[config.mk]
export PLATFORM = sky130hd
export DESIGN_NAME = seq_stream_gen
export DESIGN_NICKNAME = d
export VERILOG_FILES = /design/src/rtl/seq_pkg.sv /design/src/rtl/seq_ref_model.sv /design/src/rtl/seq_stream_gen.sv
export SDC_FILE = /design/constraint.sdc
export NUM_CORES = 1
export LEC_CHECK = 0
export CORE_UTILIZATION = 50
export CTS_BUF_LIST = sky130_fd_sc_hd__clkbuf_2 sky130_fd_sc_hd__clkbuf_4 sky130_fd_sc_hd__clkbuf_8
export DETAILED_ROUTE_END_ITERATION = 10
export PLACE_DENSITY_LB_ADDON = 0.2
export SLEW_MARGIN = 20
export SYNTH_ARGS = -nofsm -noshare
export SYNTH_HDL_FRONTEND = slang
export SYNTH_SLANG_ARGS = --single-unit
[constraint.sdc]
create_clock -name clk -period 3.1 [get_ports clk]
set_input_delay 0.62 -clock clk [delete_from_list [all_inputs] [get_ports clk]]
set_output_delay 0.62 -clock clk [all_outputs]
set_load 0.05 [all_outputs]
[src/rtl/seq_pkg.sv]
// Shared definitions for the serial stream generator and the Mealy detector family.
// Both sides take the detected sequence from here so they cannot drift apart.
package seq_pkg;

    typedef enum logic [1:0] {
        IDLE  = 2'd0,
        SHIFT = 2'd1,
        DONE  = 2'd2
    } state_t;

    localparam int                     SEQ_DET_LEN = 4;
    localparam logic [SEQ_DET_LEN-1:0] SEQ_DET_PAT = 4'b1101;

endpackage

[src/rtl/seq_ref_model.sv]
// Golden Mealy detector: history of emitted bits, match flag aligned with x,
// and a saturating match counter cleared whenever a new stream starts.
module seq_ref_model #(
    parameter int                 DET_LEN = 4,
    parameter logic [DET_LEN-1:0] DET_PAT = 4'b1101,
    parameter int                 CNT_W   = 8
)(
    input  logic             clk,
    input  logic             reset,
    input  logic             clear,
    input  logic             x,
    input  logic             x_valid,
    output logic             exp_y,
    output logic [CNT_W-1:0] match_count
);

    logic [DET_LEN-2:0] history;
    logic [DET_LEN-1:0] window;

    assign window = {history, x};
    assign exp_y  = x_valid && (window == DET_PAT);

    always_ff @(posedge clk) begin
        if (reset || clear) begin
            history     <= '0;
            match_count <= '0;
        end else if (x_valid) begin
            history <= window[DET_LEN-2:0];
            if (exp_y && (match_count != '1))
                match_count <= match_count + CNT_W'(1);
        end
    end

endmodule

[src/rtl/seq_stream_gen.sv]
// Parallel-load serial stream generator, MSB-first with repeat passes, feeding a
// Mealy sequence detector and carrying that detector's reference model.
//
// state | meaning
// IDLE  | waiting for start; load captures data/len/reps
// SHIFT | emitting one pattern bit per clock, passes back to back
// DONE  | one-cycle done pulse after the final bit
module seq_stream_gen
    import seq_pkg::*;
#(
    parameter int                 MAX_LEN = 16,
    parameter int                 LEN_W   = 5,
    parameter int                 REP_W   = 4,
    parameter int                 DET_LEN = SEQ_DET_LEN,
    parameter logic [DET_LEN-1:0] DET_PAT = SEQ_DET_PAT,
    parameter int                 CNT_W   = 8
)(
    input  logic               clk,
    input  logic               reset,
    input  logic               load,
    input  logic [MAX_LEN-1:0] data_in,
    input  logic [LEN_W-1:0]   len_in,
    input  logic [REP_W-1:0]   reps_in,
    input  logic               start,
    output logic               x,
    output logic               x_valid,
    output logic               busy,
    output logic               done,
    output logic               exp_y,
    output logic [CNT_W-1:0]   match_count
);

    state_t             state;
    logic [MAX_LEN-1:0] data_r;
    logic [LEN_W-1:0]   len_r;
    logic [REP_W-1:0]   reps_r;
    logic [LEN_W-1:0]   idx;
    logic [REP_W-1:0]   pass_left;

    logic [LEN_W-1:0]   len_clamp;
    logic [MAX_LEN-1:0] eff_data;
    logic [LEN_W-1:0]   eff_len;
    logic [REP_W-1:0]   eff_reps;
    logic               start_ok;

    // Explicit mux avoids an index wider than the pattern word.
    function automatic logic bit_at(input logic [MAX_LEN-1:0] d, input logic [LEN_W-1:0] i);
        logic b;
        b = 1'b0;
        for (int k = 0; k < MAX_LEN; k++)
            if (i == LEN_W'(k)) b = d[k];
        return b;
    endfunction

    assign len_clamp = (len_in > LEN_W'(MAX_LEN)) ? LEN_W'(MAX_LEN) : len_in;
    assign eff_data  = load ? data_in   : data_r;
    assign eff_len   = load ? len_clamp : len_r;
    assign eff_reps  = load ? reps_in   : reps_r;
    assign start_ok  = start && (state == IDLE);
    assign busy      = x_valid;

    always_ff @(posedge clk) begin
        if (reset) begin
            state     <= IDLE;
            x         <= 1'b0;
            x_valid   <= 1'b0;
            done      <= 1'b0;
            data_r    <= '0;
            len_r     <= '0;
            reps_r    <= '0;
            idx       <= '0;
            pass_left <= '0;
        end else begin
            case (state)
                IDLE: begin
                    done <= 1'b0;
                    if (load) begin
                        data_r <= data_in;
                        len_r  <= len_clamp;
                        reps_r <= reps_in;
                    end
                    if (start) begin
                        if (eff_len != '0) begin
                            state     <= SHIFT;
                            x         <= bit_at(eff_data, eff_len - LEN_W'(1));
                            x_valid   <= 1'b1;
                            idx       <= eff_len - LEN_W'(1);
                            pass_left <= eff_reps;
                        end else begin
                            state <= DONE;
                            done  <= 1'b1;
                        end
                    end
                end
                SHIFT: begin
                    if (idx != '0) begin
                        idx <= idx - LEN_W'(1);
                        x   <= bit_at(data_r, idx - LEN_W'(1));
                    end else if (pass_left != '0) begin
                        pass_left <= pass_left - REP_W'(1);
                        idx       <= len_r - LEN_W'(1);
                        x         <= bit_at(data_r, len_r - LEN_W'(1));
                    end else begin
                        state   <= DONE;
                        x       <= 1'b0;
                        x_valid <= 1'b0;
                        done    <= 1'b1;
                    end
                end
                DONE: begin
                    done  <= 1'b0;
                    state <= IDLE;
                end
                default: state <= IDLE;
            endcase
        end
    end

    seq_ref_model #(
        .DET_LEN (DET_LEN),
        .DET_PAT (DET_PAT),
        .CNT_W   (CNT_W)
    ) u_ref (
        .clk         (clk),
        .reset       (reset),
        .clear       (start_ok),
        .x           (x),
        .x_valid     (x_valid),
        .exp_y       (exp_y),
        .match_count (match_count)
    );

endmodule

Word-level counts from Yosys, hierarchy flattened
Cells that the tools add are included.

Add/sub/neg operators: 5. $lt $le $gt $ge: 1. Eq/ne operators: 55. Multiplexer cells: 82. Reduce and logical (&&, ||, !) cells: 20.

Operators with widths (count): equality test 5 x 4 -> 1 bit (second input constant) (24); equality test 5 x 3 -> 1 bit (second input constant) (12); 2-to-1 mux 1 bit (60); equality test 5 x 2 -> 1 bit (second input constant) (6); 2-to-1 mux 5 bit (6); 2-to-1 mux 4 bit (5); 2-to-1 mux 16 bit (1); equality test 5 x 1 -> 1 bit (second input constant) (3); zero test 5 bit (3); subtractor 5 x 1 -> 5 bit (second input constant) (3); case mux 5 bit (2 select lines) (1); AND reduction 5 bit (2); nonzero test 5 bit (2); AND reduction 3 bit (3); adder 8 x 1 -> 8 bit (second input constant) (1); 2-to-1 mux 2 bit (4); inequality test 2 bit (second input constant) (4); inequality test 8 bit (second input constant) (1); case mux 4 bit (2 select lines) (1); > comparator 5 bit (second input constant) (1); equality test 4 bit (second input constant) (1); case mux 1 bit (2 select lines) (2); case mux 2 bit (2 select lines) (1); AND reduction 4 bit (1); other kinds (13) (15).

Register bits after elaboration: 50. Input port bits: 29. Output and inout port bits: 13. Logic and storage cells: 174.

Longest topological paths before layout
Depth in word-level cells: 24. Gate-level depth with buffers: 15. Gate-level depth less buffers: 11.

Hierarchy
A second synthesis with hierarchy kept.

Cell total of the unflattened synthesis: 441. Area total of the unflattened synthesis: 3593.4 um^2.

By module, submodules not included: seq_stream_gen (instances 1, cells each 386, area an instance 3080.5 um^2, sequential area each 780.7 um^2); seq_ref_model (instances 1, cells each 55, area an instance 513.0 um^2, sequential area each 220.2 um^2).

Least setup slack after synthesis
Ideal clock, no wire load.

Path kind: input to register. Start: in load. End: reg x. Library setup time: 58 ps. Arrival: 3137 ps. Data required time: 3042 ps. Slack: -95 ps. Stages on the path: 13. Buffers on the path: 3. Cell sequence: buf_4 -> buf_2 -> buf_1 -> o21a_1 -> inv_1 -> ha_1 -> nand2b_1 -> o32ai_1 -> a21oi_1 -> o22a_1 -> mux4_2 -> o22ai_1 -> o21a_1.

Word-level cells in the longest chain between the ends: 22. Elaborated cells on any way between the ends: 41. Those cells by class: add/sub: 1; eq/ne: 16; mux: 21; reduce/logical: 3.

Ends and longest elaborated chain: start: declaration (line seq_stream_gen.sv:20) `input logic load,`; 2-to-1 mux 5 bit *; net eff_len[1] (line seq_stream_gen.sv:42) `logic [LEN_W-1:0] eff_len;`; subtractor 5 x 1 -> 5 bit (line seq_stream_gen.sv:85) `x <= bit_at(eff_data, eff_len - LEN_W'(1));`; zero test 5 bit (line seq_stream_gen.sv:51) `if (i == LEN_W'(k)) b = d[k];`; 2-to-1 mux 1 bit (16 in a row) (line seq_stream_gen.sv:51); 2-to-1 mux 1 bit (line seq_stream_gen.sv:83) `if (eff_len != '0) begin`; 2-to-1 mux 1 bit (line seq_stream_gen.sv:82) `if (start) begin`; case mux 1 bit (2 select lines) (line seq_stream_gen.sv:74) `case (state)`; end signal: assignment (line seq_stream_gen.sv:85); end signal: assignment (line seq_stream_gen.sv:98) `x <= bit_at(data_r, idx - LEN_W'(1));`; end signal: assignment (line seq_stream_gen.sv:102) `x <= bit_at(data_r, len_r - LEN_W'(1));`; end: declaration (line seq_stream_gen.sv:25) `output logic x,`.

The timed path passes the listed nets; every way through them passes the cells marked *. The select of a mux whose other input is x is not followed. A chain may end at the register's enable or synchronous reset.

Final worst setup path
Start: in len_in[4]. End: reg x.

Word-level cells in the longest chain between the ends: 24. Elaborated cells on any way between the ends: 42. Those cells by class: add/sub: 1; order compare: 1; eq/ne: 16; mux: 21; reduce/logical: 3.

Ends and longest elaborated chain: start: declaration (line seq_stream_gen.sv:22) `input logic [LEN_W-1:0] len_in,`; > comparator 5 bit * (line seq_stream_gen.sv:55) `assign len_clamp = (len_in > LEN_W'(MAX_LEN)) ? LEN_W'(MAX_LEN) : len_in;`; 2-to-1 mux 5 bit * (line seq_stream_gen.sv:55); 2-to-1 mux 5 bit *; net eff_len[1] (line seq_stream_gen.sv:42); subtractor 5 x 1 -> 5 bit (line seq_stream_gen.sv:85); zero test 5 bit (line seq_stream_gen.sv:51); 2-to-1 mux 1 bit (16 in a row) (line seq_stream_gen.sv:51); 2-to-1 mux 1 bit (line seq_stream_gen.sv:83); 2-to-1 mux 1 bit (line seq_stream_gen.sv:82); case mux 1 bit (2 select lines) (line seq_stream_gen.sv:74).

Marked as above.

==> metrics.yaml <==
setup_viol: 0
synthXorXnorAreaFrac_pct: 4.18
maxCapViolations: 0
maxSlewViolCount: 0
clockRootBuffer: "clkbuf_8"
fin_crit_ns: 2.92
design.die.area_sq_mm: 0.00710
cp_common_cell: "o21a_1"
p_per_area_mw_per_mm2: 606
num_antenna_cells: 0
syn-num-nets: 467
status: "complete, but fails checks"
start_util_pct: 52.4
ctsHoldBuffers: 0
ys.flop_type: "dfxtp_1"
critPathCaptureType: "register"
grt_start_max_net_pins: 25
remaining_drc_errors: 6
cp_data_required_time_ns: 3.36
cp_slowest_stage_delay_ns: 0.52
grt_util_all_layers_pct: 25.4
wl_per_cell_um: 15.9
hold_slack_ns: 0.468
grt_pass1_vias: 3032
rows: 29
area_growth_pct: 19.5
synth_mux_area_share_pct: 13.0
fin_skew_ns: 0.00908
fin_util_pct: 62.6
layout.nets: 513
hold_viol_final: 0
hp-class: "reg -> reg"
path_buf_inv: 2
peakVddDrop_uv: 346
start_kind: "input port"
final_cell_mix: "nand2_1, dfxtp_1, clkdlybuf4s50_1"
syn_area_sq_mm: 0.00339
synth_compound_area_share_pct: 19.7
postSynthCellCount: 418
antenna_found_initial: 0
drt_wl_total_um: 8600
cts_max_level: 2
portBuffers: 41
cts.reportedPaths.clkPinSlew_ns: 0.09
violations: "DRC"
top_level_ports: 42
cts_num_sinks: 50
place.gp.congestion: 0.908
cpMaxStageDelayCell: "clkdlybuf4s50_1"
async_flop_share_pct: 0
p_leak_nw: 1.58
cp_max_fo: 4
clk_latency_ns: 0.30
post_route_cells_drive_above_1_share_pct: 11.4
core_region_area_sq_mm: 0.00646
viasPerCell: 5.74
critPathKind: "in -> reg"
slew_headroom_pct: 51.2
syn_avg_cell_area_sq_um: 8.10
path_delay_family: "compound AO/OA/AOI/OAI gates"
synth_edf_count: 0
die_w_um: 84.3
ys.warnings.count: 0
cp_data_arrival_time_ns: 3.18
yosysSeqAreaShare_pct: 29.6
final_common_cell: "nand2_1"
synth-simple-area-share_pct: 20.8
synth_top_family_by_area: "simple AND/OR/NAND/NOR gates"
numCtsBuffers: 5
yosysUniqueCellTypes: 60
grt_pass1_wl_um: 14600
dp_hpwl_um: 6430
ys_seq_elements: 50
drt_pass1_iterations: 8
vias: 3109
ctsLongestPathBuffers: 2
grt-ovfl-total: 0
synthAdderAreaFrac_pct: 7.39
crit_chain: "clkdlybuf4s50_1, nand3b_1, o21a_1, inv_1, ha_1, nand2b_1, o32ai_1, a21oi_1, o22a_1, mux4_2, o22ai_1, o21a_1"
cts_tree: "done"
die_h_um: 84.3
max_freq_mhz: 342
worst_pin_slew_ns: 0.730
antenna_left: 0
min_period_over_period_pct: 94.4
drt_iter0_drc: 128
## tightest hold or removal path, stage by stage (launching register included)
cell and delay, ns:
dfxtp_1 0.33, nand2_1 0.05, a21oi_1 0.05
## path summary, 6_finish.rpt
kind                               start                     end  slack, ns  cells past startpoint
setup / recovery               len_in[4]          x$_SDFFE_PP0P_       0.18                     12
hold / removal    data_r[6]$_SDFFE_PP0N_  data_r[6]$_SDFFE_PP0N_       0.47                      2
setup reg to reg   len_r[0]$_SDFFE_PP0N_          x$_SDFFE_PP0P_       0.35                      9
hold reg to reg   data_r[6]$_SDFFE_PP0N_  data_r[6]$_SDFFE_PP0N_       0.47                      2
## power by group
part	switching (mW)	total (mW)	internal, mW
registers	0.0973	0.830	0.733
clock network	0.225	0.415	0.190
logic	0.684	1.21	0.523
## metal layers
metal	global-route usage [%]	part of all wire [%]	vias up
met4	4.86	0.76	0
met5	0	0	-
met2	47.2	51	50
met1	31.6	46	1494
li1	-	-	1560
met3	3.34	2.7	5
## sequential cells by signal, summed over array words and instances (netlist names)
signal,cells
done,1
u_ref.history,3
busy,1
reps_r,4
len_r,5
u_ref.match_count,8
pass_left,4
state,2
x,1
data_r,16
idx,5
## cell type report
class	count	area [sq um]
fill	581	2410
multi-input combinational	326	2210
sequential	50	1000
timing repair buffer	62	568
tap	77	96.3
clock buffer	7	90.1
inverter	19	71.3
clock inverter	1	5.00
## through the flow
stage                     setup slack (ns)  cell area (sq um)  power (mW)  setup TNS (ns)  instances
after floorplan                     0.0335               3390        1.70               0        418
after global placement             -0.0371               3930        1.99         -0.0371        533
after detailed placement            -0.203               3930        2.03          -0.203        533
after CTS                            0.110               4030        2.44               0        541
after global routing              -0.00836               4050        2.62        -0.00836        542
final                                0.175               4050        2.45               0        542
## cells in the mapped netlist, types with 3 or more instances
master	number	area share [%]
nand2_1	66	7.3
dfxtp_1	50	30
a21oi_1	38	5.6
nor2_1	35	3.9
mux2i_1	25	7.4
ha_1	20	7.4
inv_1	18	2.0
o21ai_0	16	2.4
clkbuf_1	12	1.3
a211oi_1	11	2.4
mux2_2	9	3.0
nor3_1	9	1.3
xnor2_1	8	2.1
nand3_1	7	1.0
nand2b_1	6	1.1
and2_1	5	0.92
o21a_1	5	1.1
xor2_1	5	1.3
a221oi_1	4	1.0
buf_2	4	0.59
nand3b_1	4	0.89
nand4_1	4	0.74
a21bo_2	3	0.89
buf_1	3	0.33
buf_4	3	0.67
nor2b_1	3	0.55
o211ai_1	3	0.67
or3_1	3	0.55
## kinds of logic after synthesis
logic type | after synthesis
xor+xnor | 14
compound gates | 102
simple gates | 152
mux | 38
flops | 50
buf+inv | 42
fa+ha+maj | 20
## timing repair
item,4_1_cts,5_1_grt
gates resized for setup,0,2
buffers inserted,0,1
endpoints found under the setup margin,0,1
(Power assumes the default switching activity.)
